--- src/rtl/spram_arbiter.sv ---
// rtl/spram_arbiter.sv - two-port arbiter sharing one single-ported SPRAM
// Grants one transaction at a time: IDLE -> ISSUE -> CAPTURE -> RESP, done at T+3.
module spram_arbiter #(
  parameter bit FIXED_PRIORITY = 1'b0
) (
  input  logic        clk,
  input  logic        rst,
  input  logic [31:0] m0_addr,
  input  logic [31:0] m0_wdata,
  input  logic [3:0]  m0_wmask,
  input  logic        m0_wen,
  input  logic        m0_ren,
  output logic [31:0] m0_rdata,
  output logic        m0_done,
  input  logic [31:0] m1_addr,
  input  logic [31:0] m1_wdata,
  input  logic [3:0]  m1_wmask,
  input  logic        m1_wen,
  input  logic        m1_ren,
  output logic [31:0] m1_rdata,
  output logic        m1_done,
  output logic [31:0] mem_addr,
  output logic [31:0] mem_wdata,
  output logic [3:0]  mem_wmask,
  output logic        mem_wen,
  output logic        mem_ren,
  input  logic [31:0] mem_rdata
);

  localparam logic [1:0] S_IDLE    = 2'd0;
  localparam logic [1:0] S_ISSUE   = 2'd1;
  localparam logic [1:0] S_CAPTURE = 2'd2;
  localparam logic [1:0] S_RESP    = 2'd3;

  logic [1:0]  state_q, state_d;
  logic        last_grant_q, last_grant_d;
  logic        gnt_q, gnt_d;
  logic        write_q, write_d;
  logic [31:0] addr_q, addr_d;
  logic [31:0] wdata_q, wdata_d;
  logic [3:0]  wmask_q, wmask_d;
  logic [31:0] m0_rdata_q, m0_rdata_d;
  logic [31:0] m1_rdata_q, m1_rdata_d;
  logic        m0_done_q, m0_done_d;
  logic        m1_done_q, m1_done_d;

  logic req0;
  logic req1;
  logic pick1;

  assign req0 = m0_ren | m0_wen;
  assign req1 = m1_ren | m1_wen;
  // Port 1 wins when alone, or on a tie when round-robin says port 0 went last.
  assign pick1 = req1 & (~req0 | (~FIXED_PRIORITY & ~last_grant_q));

  always_comb begin
    state_d      = state_q;
    last_grant_d = last_grant_q;
    gnt_d        = gnt_q;
    write_d      = write_q;
    addr_d       = addr_q;
    wdata_d      = wdata_q;
    wmask_d      = wmask_q;
    m0_rdata_d   = m0_rdata_q;
    m1_rdata_d   = m1_rdata_q;
    m0_done_d    = 1'b0;
    m1_done_d    = 1'b0;
    case (state_q)
      S_IDLE: begin
        if (req0 | req1) begin
          gnt_d        = pick1;
          last_grant_d = pick1;
          addr_d       = pick1 ? m1_addr  : m0_addr;
          wdata_d      = pick1 ? m1_wdata : m0_wdata;
          wmask_d      = pick1 ? m1_wmask : m0_wmask;
          write_d      = pick1 ? m1_wen   : m0_wen;
          state_d      = S_ISSUE;
        end
      end
      S_ISSUE: state_d = S_CAPTURE;
      S_CAPTURE: begin
        if (gnt_q) begin
          m1_done_d = 1'b1;
          if (!write_q) m1_rdata_d = mem_rdata;
        end else begin
          m0_done_d = 1'b1;
          if (!write_q) m0_rdata_d = mem_rdata;
        end
        state_d = S_RESP;
      end
      S_RESP:  state_d = S_IDLE;
      default: state_d = S_IDLE;
    endcase
  end

  always_ff @(posedge clk or posedge rst) begin
    if (rst) begin
      state_q      <= S_IDLE;
      last_grant_q <= 1'b1;
      gnt_q        <= 1'b0;
      write_q      <= 1'b0;
      addr_q       <= 32'd0;
      wdata_q      <= 32'd0;
      wmask_q      <= 4'd0;
      m0_rdata_q   <= 32'd0;
      m1_rdata_q   <= 32'd0;
      m0_done_q    <= 1'b0;
      m1_done_q    <= 1'b0;
    end else begin
      state_q      <= state_d;
      last_grant_q <= last_grant_d;
      gnt_q        <= gnt_d;
      write_q      <= write_d;
      addr_q       <= addr_d;
      wdata_q      <= wdata_d;
      wmask_q      <= wmask_d;
      m0_rdata_q   <= m0_rdata_d;
      m1_rdata_q   <= m1_rdata_d;
      m0_done_q    <= m0_done_d;
      m1_done_q    <= m1_done_d;
    end
  end

  // Address stays on the latch through CAPTURE/RESP for the SPRAM bank-select read mux.
  assign mem_addr  = addr_q;
  assign mem_wdata = wdata_q;
  assign mem_wmask = wmask_q;
  assign mem_wen   = (state_q == S_ISSUE) &  write_q;
  assign mem_ren   = (state_q == S_ISSUE) & ~write_q;

  assign m0_rdata = m0_rdata_q;
  assign m1_rdata = m1_rdata_q;
  assign m0_done  = m0_done_q;
  assign m1_done  = m1_done_q;

endmodule

--- config.mk ---
export PLATFORM = sky130hd
export DESIGN_NAME = spram_arbiter
export DESIGN_NICKNAME = d
export VERILOG_FILES = /design/src/rtl/spram_arbiter.sv
export SDC_FILE = /design/constraint.sdc
export NUM_CORES = 1
export LEC_CHECK = 0
export CORE_AREA = 3 3 120 122
export CTS_BUF_LIST = sky130_fd_sc_hd__clkbuf_8
export DETAILED_ROUTE_END_ITERATION = 16
export DIE_AREA = 0 0 123 125
export DONT_BUFFER_PORTS = 1
export GPL_TIMING_DRIVEN = 1
export HOLD_SLACK_MARGIN = 0.03
export SLEW_MARGIN = 10
export SYNTH_ARGS = -nofsm -noshare
export SYNTH_HDL_FRONTEND = slang
export SYNTH_SLANG_ARGS = --single-unit
--- constraint.sdc ---
create_clock -name clk -period 4.7 [get_ports clk]
set_input_delay 0.47 -clock clk [delete_from_list [all_inputs] [get_ports clk]]
set_output_delay 0.47 -clock clk [all_outputs]
set_load 0.02 [all_outputs]
**Word-level counts from Yosys, hierarchy flattened**

Index checks and enable logic that the tools add are counted.

- Eq/ne operators: 4
- Mux-type cells: 10
- Bitwise logic cells: 11
- Reductions and logical operators: 4

Operator list:

| cell | count |
|---|---|
| 32-bit 2-to-1 mux | 2 |
| 2-bit case mux with 4 select lines | 1 |
| 3-bit AND reduction | 2 |
| 1-bit 2-to-1 mux | 5 |
| 2-bit equality test, second input constant | 2 |
| 4-bit 2-to-1 mux | 1 |
| 1-bit NOT | 4 |
| 1-bit OR | 4 |
| 1-bit bitwise AND | 3 |
| 2-bit by 1-bit equality test with 1-bit output, second input constant | 1 |
| 2-bit logical NOT | 1 |
| 2-bit 2-to-1 mux | 1 |
| 2-bit inequality test, second input constant | 1 |
| 2-bit AND reduction | 1 |

- Bits in registers: 139
- Input bits: 174

**Depth between registers and ports, before layout**

- Depth in word-level cells: 5
- Depth in mapped cells: 8
- Depth with buffers taken out: 5

**Least setup slack after synthesis**

Ideal clock, no wire load.

- Path kind: flip-flop to flip-flop
- Start point: register state_q[0]
- End point: register m0_rdata_q[0] (netlist: m0_rdata[0])
- Arrival time: 1.500 ns
- Slack: 3.075 ns
- Stages on the path, launching flop included: 6
- Period minus slack after synthesis: 1.625 ns
- Path through: dfrtp_1 inv_1 ha_1 nor3b_2 buf_2 mux2_2

- Cells in the longest elaborated chain, start to end: 2

Ends and longest elaborated chain:

| what | RTL line | source |
|---|---|---|
| from (decl) | 35 | `logic [1:0] state_q, state_d;` |
| from (signal assigned) | 110 | `state_q <= state_d;` |
| 2-bit equality test | 68 | `case (state_q)` |
| 3-bit AND reduction (no source line) | - |  |
| to (signal assigned) | 117 | `m0_rdata_q <= m0_rdata_d;` |
| to (decl) | 42 | `logic [31:0] m0_rdata_q, m0_rdata_d;` |

Every way passes these cells.
A chain may end at the register's enable or synchronous reset.

**Worst setup path in the final report**

- Start point: register state_q[0]
- End point: register wdata_q[8] (netlist: mem_wdata[8])

- Cells in the longest elaborated chain, start to end: 2

Ends and longest elaborated chain:

| what | RTL line | source |
|---|---|---|
| 2-bit logical NOT | 68 |  |
| 2-bit AND reduction (no source line) | - |  |
| to (signal assigned) | 115 | `wdata_q <= wdata_d;` |
| to (decl) | 40 | `logic [31:0] wdata_q, wdata_d;` |

Every way passes these cells.

==> summary.txt <==
Status
  – Outcome: completed

Routing
  – Drt pass-1 iters: 4
  – ANT nets after route: 0
  – DRT iter0 DRCs: between 200 and 250
  – Wire per inst: 21.6 um
  – DRC Markers: 0
  – Vias per inst: 5.88
  – Via count: 4243
  – Routed wire length: 15600 um

Synth
  – Post-Syn Instances: 560
  – Mean cell area of the mapped netlist: 10.8 um2
  – Sequential area share after synthesis: a little under 60%
  – Most frequent cell after synthesis: dfrtp_1
  – Ys async rst share: 100%
  – Synth area leaders: dfrtp_1, mux2_2, a31oi_1, nand3_1, o21ai_0
  – Share of the synthesized area in the top cell type: 57.3%
  – Ys Warns: 0
  – Commonest cells in the netlist: dfrtp_1, nor2_1, nand3_1, a31oi_1, o21ai_0
  – Post-synth EDFFs: 0
  – Top FF cell, synth: dfrtp_1
  – Post-Syn Area: roughly 6000 um2
  – Synth Register Bits: 139
  – Post-Syn Nets: 737
  – Leading area contributor after synthesis: dfrtp_1
  – Unique masters post-synth: 31

Die
  – Core Area: 13300 um2
  – Die width: 123 um
  – I/O pin cnt: 310
  – Die area: 15400 um2
  – Die Ht: roughly 130 um
  – Initial Util: 45.3%
  – Standard-cell rows: 42

Pwr
  – Pleak: around 0.0026 uW
  – VDD IR-drop max: 303 uV
  – Power Density: roughly 840 nW/um2

Critical path
  – R2r worst-path depth: 5
  – Cell with the largest stage delay on the worst path: buf_4
  – Crit path DAT: roughly 2600 ps
  – R2R Path End: mem_wdata[8]
  – CP required: 4920 ps
  – CP Launch Type: flip-flop
  – Critical path cell sequence: inv_1 -> ha_1 -> o41a_2 -> buf_4 -> a31oi_1
  – Largest fanout on the critical path: about 140
  – Reg2Reg Launch Point: state_q[0]
  – CP max stage delay: 880 ps
  – Crit end category: flip-flop
  – Worst setup path class: flip-flop to flip-flop
  – Worst reg2reg setup slack: 2290 ps

STA
  – Setup TNS: 0 ps
  – Max Slew Vio Count: 0
  – Setup WS post-layout: 2290 ps
  – Least-Margin Pin Slew: 1230 ps
  – Max Clk Rate: just over 400 MHz
  – Clk_skew: 9.18 ps
  – Worst slew margin: 18.2%
  – RSZ-0062 raised after global routing: no
  – Hold Fails Final Rpt: 0
  – Final Cycle Share: 51.2%
  – # setup viols final: 0
  – Min Tclk post-route: around 2400 ps

Run
  – Max_cap viols: 0

Placed design
  – DP HPWL: 10900 um
  – Placed cells: between 600 and 700
  – Buffers on Ports: 0
  – Routability cong.: 0.790
  – Place WS: 2340 ps

Layout
  – Fill cells: 1182
  – Layout Nets: 710
  – # diodes: 0
  – Layout Cells excl Fill: 721
  – Area delta synth->final: 9.34%
  – Fraction of layout cells with a size suffix above 1: 20.2%

Global routing
  – Initial antenna violation count: 0
  – Gr ovfl total: 0
  – Total GRT Usage: 19.8%
  – Vias in the first global route: 4272
  – Largest net degree at the start of global routing: 138
  – First-pass GRT wire length: 23700 um

Clocking
  – # hold bufs at CTS: 0
  – CTS tree: done
  – Clock Tree Buf Depth: 2
  – H-Tree Depth: 4
  – Clock Latency Late Sink: 430 ps
  – Clk sinks: 139
  – CTS root buf: clkbuf_8
  – Post-CTS Setup Inserts: 0
  – Reg clk slew, reported paths: approximately 80 ps
  – Post-CTS Resized: 0
  – Num CTS Buffers: 17

Hold path
  – Class of the worst hold path: primary input to asynchronous set/reset pin
-- cell families after synthesis --
logic type	share of synthesized area [%]
mux	12.1
compound gates	14.0
flops	57.7
buf+inv	4.05
fa+ha+maj	0.623
simple gates	11.5
-- state kept, by name, indices dropped and copies added (netlist names), 2 cells and up --
signal / cells
m0_rdata: 32
m1_rdata: 32
mem_addr: 32
mem_wdata: 32
mem_wmask: 4
state_q: 2
-- placed cells by master (no fill, tap or decap), types with 2 or more instances in the layout --
master / synthesis / routed
mux2_2: 65 / 65
a31oi_1: 68 / 68
dfrtp_1: 138 / 138
clkbuf_8: 0 / 21
buf_4: 1 / 5
nor2_1: 73 / 72
clkinv_2: 0 / 2
bufinv_16: 0 / 5
inv_1: 4 / 3
ha_1: 3 / 3
nor2b_1: 2 / 2
nand3_1: 69 / 69
and2_1: 2 / 2
o21ai_1: 2 / 2
inv_6: 0 / 2
clkinv_4: 0 / 2
a22o_1: 2 / 2
o21ai_0: 66 / 66
-- layer usage --
| metal | track usage (%) | vias up | share of wire (%) |
|---|---|---|---|
| li1 | - | 1971 | - |
| met1 | 23.0 | 2019 | 37 |
| met2 | 32.2 | 230 | 49 |
| met3 | 8.45 | 23 | 12 |
| met4 | 7.69 | 0 | 2.2 |
| met5 | 0 | - | 0 |
-- how the worst max path moves through the flow --
stage | startpoint | endpoint | slack [ps]
finish | state_q[0] | mem_wdata[8] | 2290
floorplan | rst | gnt_q | 510
global route | state_q[1] | mem_addr[20] | 2100
global placement | state_q[0] | write_q | 2510
CTS | state_q[0] | mem_wdata[8] | 2330
detailed placement | state_q[0] | mem_wdata[8] | 2340
-- power breakdown --
part | total, uW | switching, uW | internal (uW)
clock network | 1130 | 444 | 688
logic | 1350 | 737 | 617
registers | 3030 | 1220 | 1820
total | 5520 | 2400 | 3120
-- worst max-delay path: cells and delay by family, from the launching register on --
family                   cells  cell delay, ps
AO/OA/AOI/OAI                2             470
adder cells (fa/ha/maj)      1             310
buffers and inverters        2             980
flip-flops                   1             380
-- per-stage QoR --
stage               utilization [%]  total power, uW  instance area [um2]  hold slack (ps)
finish                         49.6             5520                 6590             76.3
global route                   49.6             5870                 6590              117
CTS                            49.3             5600                 6560             87.4
detailed placement             45.8             4450                 6080              542
global placement               45.8             4360                 6080              519
floorplan                         -             4050                 6030              476
-- cell type report --
cell class              instances  area (um2)  area share [%]
inverters                       4        20.0           0.304
clock buffers                  21         289            4.39
flip-flops and latches        139        3480            52.8
multi-input cells             365        2330            35.3
clock inverters                10         186            2.83
repair buffers                  6        65.1           0.987
well taps                     176         220            3.34
No activity file was read; power rests on OpenSTA's default activity.
